==> config.mk <==
export PLATFORM = sky130hd
export DESIGN_NAME = lin_crc_arbiter
export DESIGN_NICKNAME = d
export VERILOG_FILES = /design/src/rtl/lin_crc_arbiter.sv
export SDC_FILE = /design/constraint.sdc
export NUM_CORES = 1
export LEC_CHECK = 0
export ABC_AREA = 1
export BUFFER_PORTS_ARGS = -buffer_cell sky130_fd_sc_hd__buf_2
export CAP_MARGIN = 10
export CORE_MARGIN = 3
export CORE_UTILIZATION = 60
export CTS_BUF_LIST = sky130_fd_sc_hd__clkbuf_16
export CTS_CLUSTER_DIAMETER = 40
export DETAILED_ROUTE_END_ITERATION = 8
export PLACE_DENSITY = 0.87
export SLEW_MARGIN = 20
export SYNTH_ARGS = -nofsm -noshare
export SYNTH_HDL_FRONTEND = slang
export SYNTH_HIERARCHICAL = 1
export SYNTH_SLANG_ARGS = --single-unit
==> constraint.sdc <==
create_clock -name clk -period 6.12 [get_ports clk]
set_clock_uncertainty 0.15 [all_clocks]
set_input_delay 0.306 -clock clk [delete_from_list [all_inputs] [get_ports clk]]
set_output_delay 0.306 -clock clk [all_outputs]
set_load 0.01 [all_outputs]
==> src/rtl/lin_crc_arbiter.sv <==
// Round-robin arbiter sharing one combinational CRC-8 (poly 0x07) engine between LIN TX and RX.
// Optional RX mismatch counter is compiled in with `define LIN_CRC_ERRCNT_EN.

module crcd64_o8 (
  input  logic [63:0] data,
  input  logic [7:0]  crc_in,
  output logic [7:0]  crc_out
);
  // Bit-serial CRC unrolled into 64 stages, data bit 63 enters first.
  genvar gi;
  generate
    for (gi = 0; gi < 64; gi++) begin : g_bit
      logic [7:0] crc_prev;
      logic [7:0] crc_cur;
      if (gi == 0) begin : g_first
        assign crc_prev = crc_in;
      end else begin : g_rest
        assign crc_prev = g_bit[gi-1].crc_cur;
      end
      assign crc_cur = {crc_prev[6:0], 1'b0} ^ ({8{crc_prev[7] ^ data[63-gi]}} & 8'h07);
    end
  endgenerate

  assign crc_out = g_bit[63].crc_cur;
endmodule

module lin_crc_arbiter #(
  parameter logic [7:0]  SEED        = 8'hFF,
  parameter int unsigned CALC_CYCLES = 1
) (
  input  logic        clk,
  input  logic        rst,
  input  logic        tx_req,
  input  logic [63:0] tx_data,
  output logic        tx_ack,
  output logic        tx_done,
  output logic [7:0]  tx_crc,
  input  logic        rx_req,
  input  logic [63:0] rx_data,
  input  logic [7:0]  rx_crc_exp,
  output logic        rx_ack,
  output logic        rx_done,
  output logic [7:0]  rx_crc,
  output logic        rx_crc_ok,
  output logic        busy,
  output logic [7:0]  err_cnt,
  input  logic        err_clr
);
  typedef enum logic [1:0] {IDLE, CALC, DONE} state_t;

  localparam logic [3:0] CNT_LOAD = 4'(CALC_CYCLES - 1);

  state_t      state_reg, state_next;
  logic [3:0]  count_reg, count_next;
  logic        grant_rx_reg, grant_rx_next;
  logic        last_rx_reg, last_rx_next;
  logic [63:0] operand_reg, operand_next;
  logic [7:0]  exp_reg, exp_next;
  logic        tx_ack_reg, tx_ack_next;
  logic        rx_ack_reg, rx_ack_next;
  logic        tx_done_reg, tx_done_next;
  logic        rx_done_reg, rx_done_next;
  logic [7:0]  tx_crc_reg, tx_crc_next;
  logic [7:0]  rx_crc_reg, rx_crc_next;
  logic        rx_crc_ok_reg, rx_crc_ok_next;
  logic        pick_rx;
  logic [7:0]  crc_out;

  // Operand is registered, so the engine path may span CALC_CYCLES clocks.
  crcd64_o8 u_crc (
    .data    (operand_reg),
    .crc_in  (SEED),
    .crc_out (crc_out)
  );

  always_comb begin
    state_next     = state_reg;
    count_next     = count_reg;
    grant_rx_next  = grant_rx_reg;
    last_rx_next   = last_rx_reg;
    operand_next   = operand_reg;
    exp_next       = exp_reg;
    tx_ack_next    = 1'b0;
    rx_ack_next    = 1'b0;
    tx_done_next   = 1'b0;
    rx_done_next   = 1'b0;
    tx_crc_next    = tx_crc_reg;
    rx_crc_next    = rx_crc_reg;
    rx_crc_ok_next = rx_crc_ok_reg;
    pick_rx        = 1'b0;

    case (state_reg)
      IDLE: begin
        if (tx_req || rx_req) begin
          // On a tie the requester not served last wins.
          pick_rx       = rx_req && (!tx_req || !last_rx_reg);
          grant_rx_next = pick_rx;
          last_rx_next  = pick_rx;
          operand_next  = pick_rx ? rx_data : tx_data;
          if (pick_rx) begin
            exp_next = rx_crc_exp;
          end
          tx_ack_next = !pick_rx;
          rx_ack_next = pick_rx;
          count_next  = CNT_LOAD;
          state_next  = CALC;
        end
      end
      CALC: begin
        if (count_reg == 4'd0) begin
          if (grant_rx_reg) begin
            rx_crc_next    = crc_out;
            rx_crc_ok_next = (crc_out == exp_reg);
            rx_done_next   = 1'b1;
          end else begin
            tx_crc_next  = crc_out;
            tx_done_next = 1'b1;
          end
          state_next = DONE;
        end else begin
          count_next = count_reg - 4'd1;
        end
      end
      DONE: begin
        state_next = IDLE;
      end
      default: begin
        state_next = IDLE;
      end
    endcase
  end

  always_ff @(posedge clk or posedge rst) begin
    if (rst) begin
      state_reg     <= IDLE;
      count_reg     <= 4'd0;
      grant_rx_reg  <= 1'b0;
      last_rx_reg   <= 1'b1;
      operand_reg   <= 64'd0;
      exp_reg       <= 8'd0;
      tx_ack_reg    <= 1'b0;
      rx_ack_reg    <= 1'b0;
      tx_done_reg   <= 1'b0;
      rx_done_reg   <= 1'b0;
      tx_crc_reg    <= 8'd0;
      rx_crc_reg    <= 8'd0;
      rx_crc_ok_reg <= 1'b0;
    end else begin
      state_reg     <= state_next;
      count_reg     <= count_next;
      grant_rx_reg  <= grant_rx_next;
      last_rx_reg   <= last_rx_next;
      operand_reg   <= operand_next;
      exp_reg       <= exp_next;
      tx_ack_reg    <= tx_ack_next;
      rx_ack_reg    <= rx_ack_next;
      tx_done_reg   <= tx_done_next;
      rx_done_reg   <= rx_done_next;
      tx_crc_reg    <= tx_crc_next;
      rx_crc_reg    <= rx_crc_next;
      rx_crc_ok_reg <= rx_crc_ok_next;
    end
  end

  assign tx_ack    = tx_ack_reg;
  assign rx_ack    = rx_ack_reg;
  assign tx_done   = tx_done_reg;
  assign rx_done   = rx_done_reg;
  assign tx_crc    = tx_crc_reg;
  assign rx_crc    = rx_crc_reg;
  assign rx_crc_ok = rx_crc_ok_reg;
  assign busy      = (state_reg != IDLE);

`ifdef LIN_CRC_ERRCNT_EN
  logic [7:0] err_cnt_reg, err_cnt_next;

  // Counts during the DONE cycle of a failed RX check; clear wins.
  always_comb begin
    err_cnt_next = err_cnt_reg;
    if (err_clr) begin
      err_cnt_next = 8'd0;
    end else if (state_reg == DONE && grant_rx_reg && !rx_crc_ok_reg && err_cnt_reg != 8'hFF) begin
      err_cnt_next = err_cnt_reg + 8'd1;
    end
  end

  always_ff @(posedge clk or posedge rst) begin
    if (rst) begin
      err_cnt_reg <= 8'd0;
    end else begin
      err_cnt_reg <= err_cnt_next;
    end
  end

  assign err_cnt = err_cnt_reg;
`else
  logic unused_err_clr;
  assign unused_err_clr = err_clr;
  assign err_cnt        = 8'h00;
`endif
endmodule

# Word-level counts from Yosys, hierarchy flattened
# Cells that the tools add are included.
word_totals:
  inputBits: 141
  regBits: 101
  out_inout_bits: 30
classes:
  reduce_logical: 16
  mux: 17
  n_bitwise: 129
  add_sub_neg: 1
  eq_ne: 5
op_table:
  columns: ["op", "n"]
  rows:
  - ["8-bit by 3-bit XOR with 8-bit output", 63]
  - ["64-bit 2-to-1 mux", 1]
  - ["1-bit XOR", 63]
  - ["3-bit AND reduction", 4]
  - ["1-bit 2-to-1 mux", 10]
  - ["8-bit == test", 1]
  - ["4-bit 2-to-1 mux", 2]
  - ["4-bit case mux with 2 select lines", 1]
  - ["2-bit inverter with 7-bit output", 1]
  - ["2-bit inequality test, second input constant", 3]
  - ["4-bit zero test", 1]
  - ["2-bit 2-to-1 mux", 2]
  - ["2-bit case mux with 2 select lines", 1]
  - ["2-bit AND reduction", 2]
  - ["2-bit nonzero test", 2]
  - ["4-bit by 1-bit subtractor with 4-bit output, second input constant", 1]
  - ["1-bit zero test", 3]
  - ["2-bit by 1-bit == test with 1-bit output, second input constant", 1]
  - ["2-bit zero test", 1]
  - ["1-bit logical OR", 2]
  - ["1-bit inverter", 2]
  - ["1-bit logical AND", 1]

# Longest topological paths before layout
# Gate-level depths: netlist (run 1).
depth:
  ltp_word: 129
  depth_mapped: 52
  ltp_nobuf: 52

# Modules after synthesis
# Netlist (run 1), hierarchy kept.
modules_own_cells:
  columns: ["module", "n_inst", "area_each_um2", "cells_each"]
  rows:
  - ["lin_crc_arbiter", 1, 4423.0, 525]
  - ["crcd64_o8", 1, 3303.2, 700]

# Worst setup path before layout (run 1)
# No wires, ideal clock.
synth_path:
  kind: "reg2reg"
  from: "reg operand_reg[60]"
  to: "reg rx_crc_ok_reg, in the netlist rx_crc_ok"
  stages_incl_launch_ff: 46
  setup_time_ps: 65
  arrival_ps: 3770
  synth_period_minus_slack_ps: 3985
  slack_ps: 2135
  path_buffers: 0
  path_cell_list: "dfrtp_1 > inv_1 > nand2_1 > nand2_2 > nand2_2 > nand2_2 > inv_1 > nand2_2 > nand2_1 > nand2_1 > nand3_2 > nand2_2 > inv_2 > nand2_1 > nand2_2 > nand2_2 > nand3b_1 > nand2_4 > [... 10 more ...] > nand2_1 > nand2_2 > nand2_1 > nand2_1 > nand2_1 > nand2_2 > inv_1 > nand2_1 > nand2_1 > nand2_1 > nand2_1 > inv_1 > nand2_1 > nand2_1 > nand2_1 > nor2_1 > nand3_1 > nand2_1"
synth_lines:
  columns: ["item", "line", "rtl"]
  rows:
  - ["start, declared", "57", "logic [63:0] operand_reg, operand_next;"]
  - ["start signal, assigned", "153", "operand_reg <= operand_next;"]
  - ["1-bit XOR (*)", "20", "assign crc_cur = {crc_prev[6:0], 1'b0} ^ ({8{crc_prev[7] ^ data[63-gi]}} & 8'h07);"]
  - ["8-bit by 3-bit XOR with 8-bit output (*) (6 in series)", "20", null]
  - ["1-bit XOR / 8-bit by 3-bit XOR with 8-bit output (equally long branches)", "20", null]
  - ["8-bit by 3-bit XOR with 8-bit output (*) (6 in series)", "20", null]
  - ["1-bit XOR / 8-bit by 3-bit XOR with 8-bit output (equally long branches)", "20", null]
  - ["8-bit by 3-bit XOR with 8-bit output (*) (6 in series)", "20", null]
  - ["1-bit XOR / 8-bit by 3-bit XOR with 8-bit output (equally long branches)", "20", null]
  - ["8-bit by 3-bit XOR with 8-bit output (*) (6 in series)", "20", null]
  - ["[... 21 more ...]", null, null]
  - ["1-bit XOR / 8-bit by 3-bit XOR with 8-bit output (equally long branches)", "20", null]
  - ["8-bit by 3-bit XOR with 8-bit output (*) (6 in series)", "20", null]
  - ["1-bit XOR / 8-bit by 3-bit XOR with 8-bit output (equally long branches)", "20", null]
  - ["8-bit by 3-bit XOR with 8-bit output (*) (7 in series)", "20", null]
  - ["1-bit XOR / 8-bit by 3-bit XOR with 8-bit output (equally long branches)", "20", null]
  - ["8-bit by 3-bit XOR with 8-bit output (*) (6 in series)", "20", null]
  - ["named net crc_out[5]", "67", "logic [7:0] crc_out;"]
  - ["8-bit == test (*)", "113", "rx_crc_ok_next = (crc_out == exp_reg);"]
  - ["end signal, assigned", "161", "rx_crc_ok_reg <= rx_crc_ok_next;"]
  - ["end, declared", "65", "logic rx_crc_ok_reg, rx_crc_ok_next;"]
# Mark *: on every way through the listed nets, which the timed path passes. The rest lies on a longest branch.
# A chain may end at the register's enable or synchronous reset.

# Worst setup path in the final report (run 1)
layout_path:
  from: "reg operand_reg[60]"
  to: "reg rx_crc_ok_reg, in the netlist rx_crc_ok"
layout_lines:
  columns: ["item", "line"]
  rows:
  - ["1-bit XOR (*)", "20"]
  - ["8-bit by 3-bit XOR with 8-bit output (*) (6 in series)", "20"]
  - ["1-bit XOR / 8-bit by 3-bit XOR with 8-bit output (equally long branches)", "20"]
  - ["8-bit by 3-bit XOR with 8-bit output (*) (6 in series)", "20"]
  - ["1-bit XOR / 8-bit by 3-bit XOR with 8-bit output (equally long branches)", "20"]
  - ["8-bit by 3-bit XOR with 8-bit output (*) (6 in series)", "20"]
  - ["1-bit XOR / 8-bit by 3-bit XOR with 8-bit output (equally long branches)", "20"]
  - ["8-bit by 3-bit XOR with 8-bit output (*) (6 in series)", "20"]
  - ["[... 21 more ...]", null]
  - ["1-bit XOR / 8-bit by 3-bit XOR with 8-bit output (equally long branches)", "20"]
  - ["8-bit by 3-bit XOR with 8-bit output (*) (7 in series)", "20"]
  - ["1-bit XOR / 8-bit by 3-bit XOR with 8-bit output (equally long branches)", "20"]
  - ["8-bit by 3-bit XOR with 8-bit output (*) (8 in series)", "20"]
  - ["1-bit XOR / 8-bit by 3-bit XOR with 8-bit output (equally long branches)", "20"]
  - ["8-bit by 3-bit XOR with 8-bit output (*) (4 in series)", "20"]
  - ["named net crc_out[3]", "67"]
  - ["8-bit == test (*)", "113"]
# Marked as above.

==> flow_results.xml, run 1 <==
<?xml version="1.0" encoding="UTF-8"?>
<metrics>
  <group name="placement">
    <metric name="detailedPlacementHpwl" unit="um">14410</metric>
    <metric name="placement.io_buffers" unit="">161</metric>
    <metric name="place_congestion" unit="">0.9247</metric>
  </group>
  <group name="global_route">
    <metric name="antenna_found_initial" unit="">0</metric>
    <metric name="grtUsageTotal" unit="%">29.02</metric>
    <metric name="grt.overflow.total" unit="">0</metric>
    <metric name="first_pass_grt_wire_length" unit="um">34030</metric>
    <metric name="grt_pass1_vias" unit="">7691</metric>
    <metric name="grt_max_degree" unit="">80</metric>
  </group>
  <group name="timing">
    <metric name="tns" unit="ns">0</metric>
    <metric name="clock.fmax" unit="MHz">200.1</metric>
    <metric name="worst-slew-pin-transition" unit="ns">0.8875</metric>
    <metric name="setup_viol" unit="">0</metric>
    <metric name="final.min_clock_period" unit="ns">4.998</metric>
    <metric name="slew_violations" unit="">0</metric>
    <metric name="setup_repair_after_global_routing_missed_its_margin" unit="">no</metric>
    <metric name="fin_crit_sh" unit="%">81.66</metric>
    <metric name="finalHoldViolCount" unit="">0</metric>
    <metric name="maxSlewHeadroom" unit="%">40.70</metric>
  </group>
  <group name="status">
    <metric name="run_status" unit="">completed</metric>
  </group>
  <group name="synth">
    <metric name="ys_top_cells_by_area" unit="">sky130_fd_sc_hd__dfrtp_1, sky130_fd_sc_hd__nand2_1, sky130_fd_sc_hd__nand3_1</metric>
    <metric name="number_of_flops_mapped_to_enable_cells_by_yosys" unit="">0</metric>
    <metric name="top_count_cell_post_synth" unit="">sky130_fd_sc_hd__nand2_1</metric>
    <metric name="share_of_synthesized_flip_flops_with_an_asynchronous_set_or_reset" unit="%">100.0</metric>
    <metric name="netlist_top_cells_count" unit="">sky130_fd_sc_hd__nand2_1, sky130_fd_sc_hd__nand3_1, sky130_fd_sc_hd__inv_1, sky130_fd_sc_hd__dfrtp_1, sky130_fd_sc_hd__nand2_2</metric>
    <metric name="synth-seq-cells" unit="">101</metric>
    <metric name="postSynthCellCount" unit="">1225</metric>
    <metric name="yosys_most_used_dff" unit="">sky130_fd_sc_hd__dfrtp_1</metric>
    <metric name="synth_area_leader_cell" unit="">sky130_fd_sc_hd__dfrtp_1</metric>
    <metric name="synth_seq_area_share" unit="%">32.73</metric>
    <metric name="mappedNetlistArea" unit="mm2">0.007726</metric>
    <metric name="netlist.area_leader.share" unit="%">32.39</metric>
    <metric name="synth_warnings" unit="">6</metric>
    <metric name="syn_avg_cell_area" unit="um2">6.307</metric>
    <metric name="yosys.cell_types.count" unit="">30</metric>
  </group>
  <group name="cts">
    <metric name="cts.sinks" unit="">101</metric>
    <metric name="numCtsBuffers" unit="">9</metric>
    <metric name="htree_levels" unit="">3</metric>
    <metric name="clock_slew_seen_by_the_registers_of_the_worst_setup_and_hold_paths" unit="ns">0.08</metric>
    <metric name="cts.root.buffer_cell" unit="">sky130_fd_sc_hd__clkbuf_16</metric>
    <metric name="cts.path.max_buffers" unit="">2</metric>
    <metric name="clock_latency" unit="ns">0.36</metric>
    <metric name="cts_tree" unit="">done</metric>
    <metric name="postCtsSetupBuffers" unit="">0</metric>
  </group>
  <group name="drt">
    <metric name="postRouteAntennaNets" unit="">0</metric>
    <metric name="detail_route.vias_per_cell" unit="">5.139</metric>
    <metric name="drc" unit="">0</metric>
    <metric name="drt_wl_total" unit="um">20740</metric>
    <metric name="vias" unit="">8300</metric>
    <metric name="drt_pre_antenna_iters" unit="">6</metric>
    <metric name="drt-initial-drc-count" unit="">586</metric>
    <metric name="drt-wirelength-per-cell" unit="um">12.84</metric>
  </group>
  <group name="floorplan">
    <metric name="coreArea" unit="mm2">0.01231</metric>
    <metric name="design.portCount" unit="">171</metric>
    <metric name="start_util" unit="%">62.75</metric>
    <metric name="die_h" unit="um">119.5</metric>
    <metric name="floorplan.die_area" unit="mm2">0.01427</metric>
    <metric name="die_wd" unit="um">119.5</metric>
    <metric name="rows" unit="">40</metric>
  </group>
  <group name="worst_setup_path">
    <metric name="worst_endpoint_data_arrival_time" unit="ns">5.16</metric>
    <metric name="critPathSlowestCell" unit="">sky130_fd_sc_hd__dfrtp_1</metric>
    <metric name="rrSetupSlack" unit="ns">1.12</metric>
    <metric name="worstSetupPathType" unit="">reg -&gt; reg</metric>
    <metric name="ff2ff_path_depth" unit="">45</metric>
    <metric name="worst_r2r_startpoint" unit="">operand_reg[60]$_DFFE_PP0P_</metric>
    <metric name="crit_top_cell" unit="">sky130_fd_sc_hd__nand2_1</metric>
    <metric name="critical_path.max_stage_delay" unit="ns">0.42</metric>
    <metric name="critical_path.startpoint_type" unit="">flop</metric>
    <metric name="crit_required" unit="ns">6.28</metric>
    <metric name="end_kind" unit="">flop</metric>
    <metric name="crit_fanout" unit="">5</metric>
    <metric name="regToRegEndpoint" unit="">rx_crc_ok$_DFFE_PP0P_</metric>
  </group>
  <group name="worst_hold_path">
    <metric name="timing.hold.worst_path_depth" unit="">3</metric>
    <metric name="min_from" unit="">tx_data[56]</metric>
    <metric name="hold_end" unit="">operand_reg[56]$_DFFE_PP0P_</metric>
    <metric name="worstHoldPathType" unit="">in -&gt; reg</metric>
  </group>
  <group name="cells_and_area">
    <metric name="num_antenna_cells" unit="">0</metric>
    <metric name="largest_register_ffs" unit="">64</metric>
    <metric name="drive_gt1_share" unit="%">21.70</metric>
    <metric name="layout-area-overhead-vs-synth" unit="%">22.75</metric>
    <metric name="final_nets" unit="">1585</metric>
  </group>
  <group name="run">
    <metric name="reported_max_cap_violation_count" unit="">0</metric>
  </group>
</metrics>
-- placed cells by master, fill, tap and decap left out --
cell type / Yosys / final
sky130_fd_sc_hd__nand2_1: 571 / 571
sky130_fd_sc_hd__nand3_1: 205 / 205
sky130_fd_sc_hd__buf_2: 7 / 161
sky130_fd_sc_hd__inv_1: 116 / 115
sky130_fd_sc_hd__dfrtp_1: 100 / 100
sky130_fd_sc_hd__nand2_2: 82 / 82
sky130_fd_sc_hd__dlygate4sd3_1: 0 / 44
sky130_fd_sc_hd__conb_1: 2 / 30
sky130_fd_sc_hd__nand3b_1: 20 / 20
sky130_fd_sc_hd__inv_2: 13 / 13
sky130_fd_sc_hd__nand3_2: 11 / 11
sky130_fd_sc_hd__xnor2_1: 11 / 11
sky130_fd_sc_hd__xor2_1: 10 / 10
sky130_fd_sc_hd__clkbuf_16: 0 / 9
sky130_fd_sc_hd__nor2_1: 8 / 8
sky130_fd_sc_hd__o21ai_2: 9 / 8
sky130_fd_sc_hd__o21ai_1: 8 / 8
sky130_fd_sc_hd__o21ai_0: 6 / 6
sky130_fd_sc_hd__nor2_2: 4 / 4
sky130_fd_sc_hd__clkinv_8: 0 / 4
sky130_fd_sc_hd__buf_4: 16 / 4
sky130_fd_sc_hd__nand2_4: 3 / 3
sky130_fd_sc_hd__nor2_4: 2 / 2
sky130_fd_sc_hd__nand4_1: 2 / 2
sky130_fd_sc_hd__inv_4: 1 / 2
sky130_fd_sc_hd__ha_1: 2 / 2
sky130_fd_sc_hd__xnor2_2: 2 / 2
sky130_fd_sc_hd__xor2_2: 2 / 2
sky130_fd_sc_hd__o21ai_4: 0 / 1
sky130_fd_sc_hd__a21oi_1: 1 / 1
sky130_fd_sc_hd__a21oi_4: 0 / 1
sky130_fd_sc_hd__clkinvlp_4: 0 / 1
sky130_fd_sc_hd__clkinv_4: 0 / 1
sky130_fd_sc_hd__inv_8: 0 / 1
sky130_fd_sc_hd__dfstp_2: 1 / 1
sky130_fd_sc_hd__buf_16: 0 / 1
-- what timing repair did --
action | in CTS | in global routing
endpoints found under the hold margin | 57 | 0
hold buffers | 44 | 0
resized for setup | 0 | 0
-- worst max-delay path, delay by kind of cell, from the launching register on --
kind	cells	cell delay, ns
XOR/XNOR	1	0.24
buffers and inverters	4	0.33
flip-flops	1	0.42
AND/OR/NAND/NOR	40	3.82
-- through the flow --
stage	setup slack, ns	util, %	hold WS [ns]	std cells	instance area [um2]
finish	1.122	77.03	0.002840	1615	9484
global route	0.5702	77.03	0.007759	1615	9484
CTS	1.267	76.81	0.00004508	1614	9457
detailed placement	1.389	70.65	0.1210	1554	8698
global placement	1.494	70.65	0.1214	1554	8698
floorplan	2.135	-	0.2726	1253	7831
-- cell families (layout without fill, tap and decap cells) --
kind of cell	after synthesis	in the layout	share of synthesized area, %
and+or+nand+nor	908	908	52.63
xor gates and xnor gates	25	25	3.223
other	2	30	0.09720
adders and majority gates	2	2	0.3238
AOI/OAI and AO/OA	25	25	2.105
buffers and inverters	162	356	8.891
DFF	101	101	32.73
-- worst max path at each step --
stage	cells after the start	start	end	slack, ns
floorplan	45	operand_reg[60]$_DFFE_PP0P_	rx_crc_ok$_DFFE_PP0P_	2.13
global placement	42	operand_reg[60]$_DFFE_PP0P_	rx_crc_ok$_DFFE_PP0P_	1.49
detailed placement	47	operand_reg[60]$_DFFE_PP0P_	rx_crc_ok$_DFFE_PP0P_	1.39
CTS	45	operand_reg[60]$_DFFE_PP0P_	rx_crc_ok$_DFFE_PP0P_	1.27
global route	45	operand_reg[60]$_DFFE_PP0P_	rx_crc_ok$_DFFE_PP0P_	0.57
finish	45	operand_reg[60]$_DFFE_PP0P_	rx_crc_ok$_DFFE_PP0P_	1.12
-- per-layer routing --
layer | up-vias | routed length, um | GRT usage [%]
li1 | 4219 | - | -
met1 | 3752 | 8860 | 36.06
met2 | 273 | 10140 | 50.35
met3 | 56 | 1086 | 4.606
met4 | 0 | 658 | 11.74
met5 | - | 0 | 0
-- area by class of cell --
type / instances / area, um2
multi-input combinational: 990 / 4631
fill: 948 / 2828
sequential: 101 / 2529
timing repair buffer: 210 / 1304
inverter: 130 / 493.0
clock buffer: 9 / 225.2
tap: 168 / 210.2
clock inverter: 7 / 92.59
Power of run 1 is not shown: default switching activity piles up to over one toggle a cycle in this logic, so the estimate is an artifact.
==> run 2: changes to the inputs <==
--- a/config.mk
+++ b/config.mk
@@ -9,11 +9,11 @@
 export BUFFER_PORTS_ARGS = -buffer_cell sky130_fd_sc_hd__buf_2
 export CAP_MARGIN = 10
 export CORE_MARGIN = 3
-export CORE_UTILIZATION = 60
+export CORE_UTILIZATION = 56
 export CTS_BUF_LIST = sky130_fd_sc_hd__clkbuf_16
 export CTS_CLUSTER_DIAMETER = 40
 export DETAILED_ROUTE_END_ITERATION = 8
-export PLACE_DENSITY = 0.87
+export PLACE_DENSITY = 0.82
 export SLEW_MARGIN = 20
 export SYNTH_ARGS = -nofsm -noshare
 export SYNTH_HDL_FRONTEND = slang
==> constraint.sdc (replaced) <==
create_clock -name clk -period 4.7 [get_ports clk]
set_clock_uncertainty 0.15 [all_clocks]
set_input_delay 0.235 -clock clk [delete_from_list [all_inputs] [get_ports clk]]
set_output_delay 0.235 -clock clk [all_outputs]
set_load 0.01 [all_outputs]
==> flow_results.xml, run 2 (same netlist as run 1, synthesis figures left out) <==
<?xml version="1.0" encoding="UTF-8"?>
<metrics>
  <group name="worst_setup_path">
    <metric name="crit_top_cell" unit="">sky130_fd_sc_hd__nand2_2</metric>
    <metric name="crit_required" unit="ns">4.87</metric>
    <metric name="launching_element_of_the_worst_setup_path" unit="">operand_reg[60]$_DFFE_PP0P_</metric>
    <metric name="rrSetupSlack" unit="ns">-0.53</metric>
    <metric name="critical_path.startpoint_type" unit="">flop</metric>
    <metric name="critical_path.max_stage_delay" unit="ns">0.42</metric>
    <metric name="end_kind" unit="">flop</metric>
    <metric name="worst_r2r_startpoint" unit="">operand_reg[60]$_DFFE_PP0P_</metric>
    <metric name="crit_fanout" unit="">5</metric>
    <metric name="ff2ff_path_depth" unit="">45</metric>
    <metric name="regToRegEndpoint" unit="">rx_crc_ok$_DFFE_PP0P_</metric>
    <metric name="worst_endpoint_data_arrival_time" unit="ns">5.40</metric>
    <metric name="critPathSlowestCell" unit="">sky130_fd_sc_hd__dfrtp_1</metric>
    <metric name="crit_path_end" unit="">rx_crc_ok$_DFFE_PP0P_</metric>
    <metric name="worstSetupPathType" unit="">reg -&gt; reg</metric>
  </group>
  <group name="cts">
    <metric name="cts.sinks" unit="">101</metric>
    <metric name="htree_levels" unit="">3</metric>
    <metric name="clock_slew_seen_by_the_registers_of_the_worst_setup_and_hold_paths" unit="ns">0.08</metric>
    <metric name="cts_tree" unit="">done</metric>
    <metric name="numCtsBuffers" unit="">9</metric>
    <metric name="clock_latency" unit="ns">0.37</metric>
    <metric name="cts.path.max_buffers" unit="">2</metric>
    <metric name="cts.root.buffer_cell" unit="">sky130_fd_sc_hd__clkbuf_16</metric>
  </group>
  <group name="timing">
    <metric name="worst-slew-pin-transition" unit="ns">0.8631</metric>
    <metric name="final.min_clock_period" unit="ns">5.232</metric>
    <metric name="worst_slack" unit="ns">-0.5316</metric>
    <metric name="slew_violations" unit="">0</metric>
    <metric name="setup_viol" unit="">16</metric>
    <metric name="maxSlewHeadroom" unit="%">42.33</metric>
    <metric name="tns" unit="ns">-4.260</metric>
    <metric name="fin_crit_sh" unit="%">111.3</metric>
    <metric name="finalHoldViolCount" unit="">0</metric>
    <metric name="clock.fmax" unit="MHz">191.1</metric>
    <metric name="setup_repair_after_global_routing_missed_its_margin" unit="">yes</metric>
  </group>
  <group name="drt">
    <metric name="drt_wl_total" unit="um">29890</metric>
    <metric name="drt_pre_antenna_iters" unit="">8</metric>
    <metric name="drt-wirelength-per-cell" unit="um">17.09</metric>
    <metric name="drt-initial-drc-count" unit="">1126</metric>
    <metric name="drc" unit="">0</metric>
    <metric name="postRouteAntennaNets" unit="">0</metric>
    <metric name="vias" unit="">10020</metric>
    <metric name="detail_route.vias_per_cell" unit="">5.727</metric>
  </group>
  <group name="global_route">
    <metric name="grt_util_met2" unit="%">54.40</metric>
    <metric name="grtUsageTotal" unit="%">30.63</metric>
    <metric name="grt_pass1_vias" unit="">8519</metric>
    <metric name="grt_util_met3" unit="%">5.489</metric>
    <metric name="antenna_found_initial" unit="">0</metric>
    <metric name="grt_most_used_layer" unit="">met2</metric>
    <metric name="globalRouteMet1Util" unit="%">36.35</metric>
    <metric name="first_pass_grt_wire_length" unit="um">37440</metric>
    <metric name="grt.overflow.total" unit="">0</metric>
    <metric name="grt_max_degree" unit="">70</metric>
  </group>
  <group name="cells_and_area">
    <metric name="num_antenna_cells" unit="">0</metric>
    <metric name="most_used_cells_in_the_layout_excluding_fill_and_tap_cells" unit="">sky130_fd_sc_hd__nand2_1, sky130_fd_sc_hd__nand2_2, sky130_fd_sc_hd__buf_2</metric>
    <metric name="layout-area-overhead-vs-synth" unit="%">53.04</metric>
    <metric name="largest_register_ffs" unit="">64</metric>
    <metric name="drive_gt1_share" unit="%">36.68</metric>
    <metric name="final_nets" unit="">1711</metric>
    <metric name="final-instance-count-excl-fill" unit="">1749</metric>
    <metric name="final_common_cell" unit="">sky130_fd_sc_hd__nand2_1</metric>
    <metric name="layout.filler_cells" unit="">641</metric>
    <metric name="multi_input_comb_area" unit="mm2">0.005777</metric>
    <metric name="register_area" unit="mm2">0.002529</metric>
  </group>
  <group name="floorplan">
    <metric name="die_h" unit="um">123.5</metric>
    <metric name="coreArea" unit="mm2">0.01335</metric>
    <metric name="design.portCount" unit="">171</metric>
    <metric name="die_wd" unit="um">123.5</metric>
    <metric name="rows" unit="">42</metric>
    <metric name="floorplan.die_area" unit="mm2">0.01524</metric>
    <metric name="start_util" unit="%">57.88</metric>
  </group>
  <group name="status">
    <metric name="failed_checks" unit="">setup timing</metric>
    <metric name="run_status" unit="">finished with violations</metric>
  </group>
  <group name="worst_hold_path">
    <metric name="worstHoldPathType" unit="">in -&gt; reg</metric>
  </group>
  <group name="run">
    <metric name="reported_max_cap_violation_count" unit="">0</metric>
  </group>
  <group name="placement">
    <metric name="placement.io_buffers" unit="">161</metric>
    <metric name="detailedPlacementHpwl" unit="um">14470</metric>
    <metric name="placed_cells" unit="">1563</metric>
    <metric name="place_congestion" unit="">0.8919</metric>
  </group>
</metrics>
==> run 2: cell count changes in the layout (fill, tap and decap cells not counted), sizes merged <==
| cell | change |
|---|---|
| dlygate4sd3 | +93 |
| buf | +33 |
==> run 2: worst min path at each step <==
stage / depth (start not counted) / to / slack (ns) / from
detailed placement: 2 / rx_done$_DFF_PP0_ / 0.25 / rst
floorplan: 2 / exp_reg[2]$_DFFE_PP0P_ / 0.20 / rx_crc_exp[2]
global placement: 2 / rx_done$_DFF_PP0_ / 0.25 / rst
global route: 2 / tx_ack$_DFF_PP0_ / 0.23 / rx_req
finish: 2 / tx_ack$_DFF_PP0_ / 0.17 / rx_req
CTS: 2 / tx_ack$_DFF_PP0_ / 0.17 / rx_req
==> run 2: metrics by stage <==
stage	utilization (%)	hold slack [ns]	worst slack [ns]	instance area [um2]
floorplan	-	0.2016	0.7149	7831
global placement	65.30	0.2506	0.1209	8716
detailed placement	65.30	0.2541	-0.01850	8716
CTS	78.50	0.1674	0.003552	10480
global route	88.58	0.2336	-0.8452	11820
finish	88.58	0.1684	-0.5316	11820
==> run 2: routing by layer <==
layer,wire (um),vias to the layer above
met3,2281,233
met2,15020,675
met5,0,-
li1,-,4476
met1,10520,4633
met4,2067,0
==> run 2: worst max-delay path, delay by kind of cell, from the launching register on <==
family,cells,cell delay (ns)
buffers and inverters,4,0.27
DFF,1,0.42
and+or+nand+nor,41,4.31
==> run 2: layout make-up <==
class                           count  share of cell area (%)
Timing Repair Buffer              336                   20.99
Clock buffer                        9                   1.905
Sequential cell                   101                   21.39
Tap cell                          176                   1.862
Multi-Input combinational cell    990                   48.86
Inverter                          130                   4.212
Clock inverter                      7                  0.7831
==> run 2: timing repair <==
action                                  CTS  global route
pin swaps                                 3            93
hold endpoints to repair                129             0
hold buffers                            137             0
setup buffers                             1            32
resized for setup                        15           295
endpoints found under the setup margin    1            17
Power of run 2 is left out for the same reason.
==> run 3: changes to the inputs <==
==> constraint.sdc (replaced) <==
create_clock -name clk -period 5.5 [get_ports clk]
set_clock_uncertainty 0.15 [all_clocks]
set_input_delay 0.275 -clock clk [delete_from_list [all_inputs] [get_ports clk]]
set_output_delay 0.275 -clock clk [all_outputs]
set_load 0.01 [all_outputs]
==> flow_results.xml, run 3 (same netlist as run 1, synthesis figures left out) <==
<?xml version="1.0" encoding="UTF-8"?>
<metrics>
  <group name="status">
    <metric name="run_status" unit="">completed</metric>
  </group>
  <group name="worst_setup_path">
    <metric name="regToRegEndpoint" unit="">rx_crc_ok$_DFFE_PP0P_</metric>
    <metric name="end_kind" unit="">flop</metric>
    <metric name="crit_required" unit="ns">5.65</metric>
    <metric name="critical_path.max_stage_delay" unit="ns">0.43</metric>
    <metric name="cp_num_cells" unit="">43</metric>
    <metric name="critical_path.top_delay_family" unit="">simple AND/OR/NAND/NOR gates</metric>
    <metric name="launching_element_of_the_worst_setup_path" unit="">operand_reg[61]$_DFFE_PP0P_</metric>
    <metric name="crit_fanout" unit="">4</metric>
    <metric name="worstSetupPathType" unit="">reg -&gt; reg</metric>
    <metric name="ff2ff_path_depth" unit="">43</metric>
    <metric name="worst_endpoint_data_arrival_time" unit="ns">5.11</metric>
    <metric name="crit_path_end" unit="">rx_crc_ok$_DFFE_PP0P_</metric>
    <metric name="rrSetupSlack" unit="ns">0.54</metric>
    <metric name="cp_num_buf_inv" unit="">7</metric>
    <metric name="critPathSlowestCell" unit="">sky130_fd_sc_hd__dfrtp_1</metric>
    <metric name="critical_path.startpoint_type" unit="">flop</metric>
    <metric name="worst_r2r_startpoint" unit="">operand_reg[61]$_DFFE_PP0P_</metric>
    <metric name="crit_top_cell" unit="">sky130_fd_sc_hd__nand2_1</metric>
  </group>
  <group name="drt">
    <metric name="drt-wirelength-per-cell" unit="um">13.44</metric>
    <metric name="drt-initial-drc-count" unit="">652</metric>
    <metric name="drt_pre_antenna_iters" unit="">5</metric>
    <metric name="drt_wl_total" unit="um">23020</metric>
    <metric name="detail_route.vias_per_cell" unit="">5.157</metric>
    <metric name="postRouteAntennaNets" unit="">0</metric>
    <metric name="vias" unit="">8834</metric>
    <metric name="drc" unit="">0</metric>
  </group>
  <group name="cells_and_area">
    <metric name="post-route-util" unit="%">77.90</metric>
    <metric name="final_common_cell" unit="">sky130_fd_sc_hd__nand2_1</metric>
    <metric name="largest_register_ffs" unit="">64</metric>
    <metric name="final_nets" unit="">1674</metric>
    <metric name="multi_input_comb_area" unit="mm2">0.004663</metric>
    <metric name="register_area" unit="mm2">0.002529</metric>
    <metric name="layout-area-overhead-vs-synth" unit="%">34.58</metric>
    <metric name="layout.filler_cells" unit="">953</metric>
    <metric name="most_used_cells_in_the_layout_excluding_fill_and_tap_cells" unit="">sky130_fd_sc_hd__nand2_1, sky130_fd_sc_hd__nand3_1, sky130_fd_sc_hd__buf_2</metric>
    <metric name="drive_gt1_share" unit="%">20.90</metric>
  </group>
  <group name="cts">
    <metric name="htree_levels" unit="">3</metric>
    <metric name="clock_slew_seen_by_the_registers_of_the_worst_setup_and_hold_paths" unit="ns">0.08</metric>
    <metric name="clock_latency" unit="ns">0.36</metric>
    <metric name="cts.root.buffer_cell" unit="">sky130_fd_sc_hd__clkbuf_16</metric>
    <metric name="cts_tree" unit="">done</metric>
    <metric name="numCtsBuffers" unit="">9</metric>
    <metric name="cts.path.max_buffers" unit="">2</metric>
    <metric name="cts.sinks" unit="">101</metric>
    <metric name="postCtsSetupBuffers" unit="">0</metric>
  </group>
  <group name="placement">
    <metric name="place_congestion" unit="">0.9247</metric>
    <metric name="placement.io_buffers" unit="">161</metric>
    <metric name="detailedPlacementHpwl" unit="um">14530</metric>
  </group>
  <group name="global_route">
    <metric name="grt_max_degree" unit="">70</metric>
    <metric name="antenna_found_initial" unit="">1</metric>
    <metric name="grtUsageTotal" unit="%">30.36</metric>
    <metric name="grt_pass1_vias" unit="">8407</metric>
    <metric name="first_pass_grt_wire_length" unit="um">37230</metric>
    <metric name="grt.overflow.total" unit="">0</metric>
  </group>
  <group name="timing">
    <metric name="worst-slew-pin-transition" unit="ns">0.8321</metric>
    <metric name="hold_ws" unit="ns">0.007168</metric>
    <metric name="slew_violations" unit="">0</metric>
    <metric name="final.min_clock_period" unit="ns">4.958</metric>
    <metric name="clock.fmax" unit="MHz">201.7</metric>
    <metric name="setup_viol" unit="">0</metric>
    <metric name="fin_crit_sh" unit="%">90.14</metric>
    <metric name="maxSlewHeadroom" unit="%">44.40</metric>
    <metric name="finalHoldViolCount" unit="">0</metric>
  </group>
  <group name="floorplan">
    <metric name="floorplan.die_area" unit="mm2">0.01524</metric>
    <metric name="design.portCount" unit="">171</metric>
    <metric name="rows" unit="">42</metric>
    <metric name="start_util" unit="%">57.88</metric>
    <metric name="die_wd" unit="um">123.5</metric>
    <metric name="coreArea" unit="mm2">0.01335</metric>
    <metric name="die_h" unit="um">123.5</metric>
  </group>
  <group name="worst_hold_path">
    <metric name="worstHoldPathType" unit="">in -&gt; reg</metric>
  </group>
  <group name="run">
    <metric name="reported_max_cap_violation_count" unit="">0</metric>
  </group>
</metrics>
## run 3: changes by cell type in the layout (fill, tap and decap cells not counted), moves of 15 or more
cell,change
sky130_fd_sc_hd__nand2_1,+137
sky130_fd_sc_hd__nand2_2,-85
sky130_fd_sc_hd__nand2_4,-51
sky130_fd_sc_hd__nand3_1,+46
sky130_fd_sc_hd__buf_4,-31
sky130_fd_sc_hd__nand3_2,-31
sky130_fd_sc_hd__inv_1,+27
sky130_fd_sc_hd__inv_2,-25
sky130_fd_sc_hd__nand3_4,-15
## run 3: stage by stage
| step | TNS [ns] | std cells | area [um2] | setup WS [ns] |
|---|---|---|---|---|
| floorplan | 0 | 1253 | 7831 | 1.515 |
| global placement | 0 | 1562 | 8708 | 0.8589 |
| detailed placement | 0 | 1562 | 8708 | 0.7146 |
| CTS | 0 | 1712 | 10360 | 0.6603 |
| global route | -0.002754 | 1713 | 10400 | -0.002754 |
| finish | 0 | 1713 | 10400 | 0.5422 |
## run 3: area by class of cell
class | count | area share (%)
Inverter | 130 | 4.741
Sequential cell | 101 | 24.32
Clock inverter | 7 | 0.8424
Antenna cell | 1 | 0.02407
Clock buffer | 9 | 2.166
Tap cell | 176 | 2.118
Multi-Input combinational cell | 990 | 44.85
Timing Repair Buffer | 299 | 20.94
## run 3: routing by layer
metal	track usage (%)	routed length (um)	vias to the layer above
li1	-	-	4394
met1	36.65	9501	4056
met2	54.33	11660	327
met3	4.895	1205	57
met4	11.21	656	0
met5	0	0	-
## run 3: worst min-delay path, delay by kind of cell
kind          cells  cell delay [ns]
buf+inv           1             0.09
simple gates      2             0.13
## run 3: what timing repair did
action / CTS / global route
hold endpoints to repair: 111 / 0
hold buffers: 134 / 0
setup endpoints to repair: 0 / 1
resized for setup: 0 / 8
## run 3: worst min-delay path by stage
stage	from	end	slack, ns	cells after the start
floorplan	rx_crc_exp[2]	exp_reg[2]$_DFFE_PP0P_	0.24	2
global placement	rst	operand_reg[59]$_DFFE_PP0P_	0.19	2
detailed placement	rst	operand_reg[59]$_DFFE_PP0P_	0.21	2
CTS	rx_data[26]	operand_reg[26]$_DFFE_PP0P_	0.01	3
global route	rx_data[26]	operand_reg[26]$_DFFE_PP0P_	0.02	3
finish	rx_crc_exp[4]	exp_reg[4]$_DFFE_PP0P_	0.007	3
Power of run 3 is left out for the same reason.
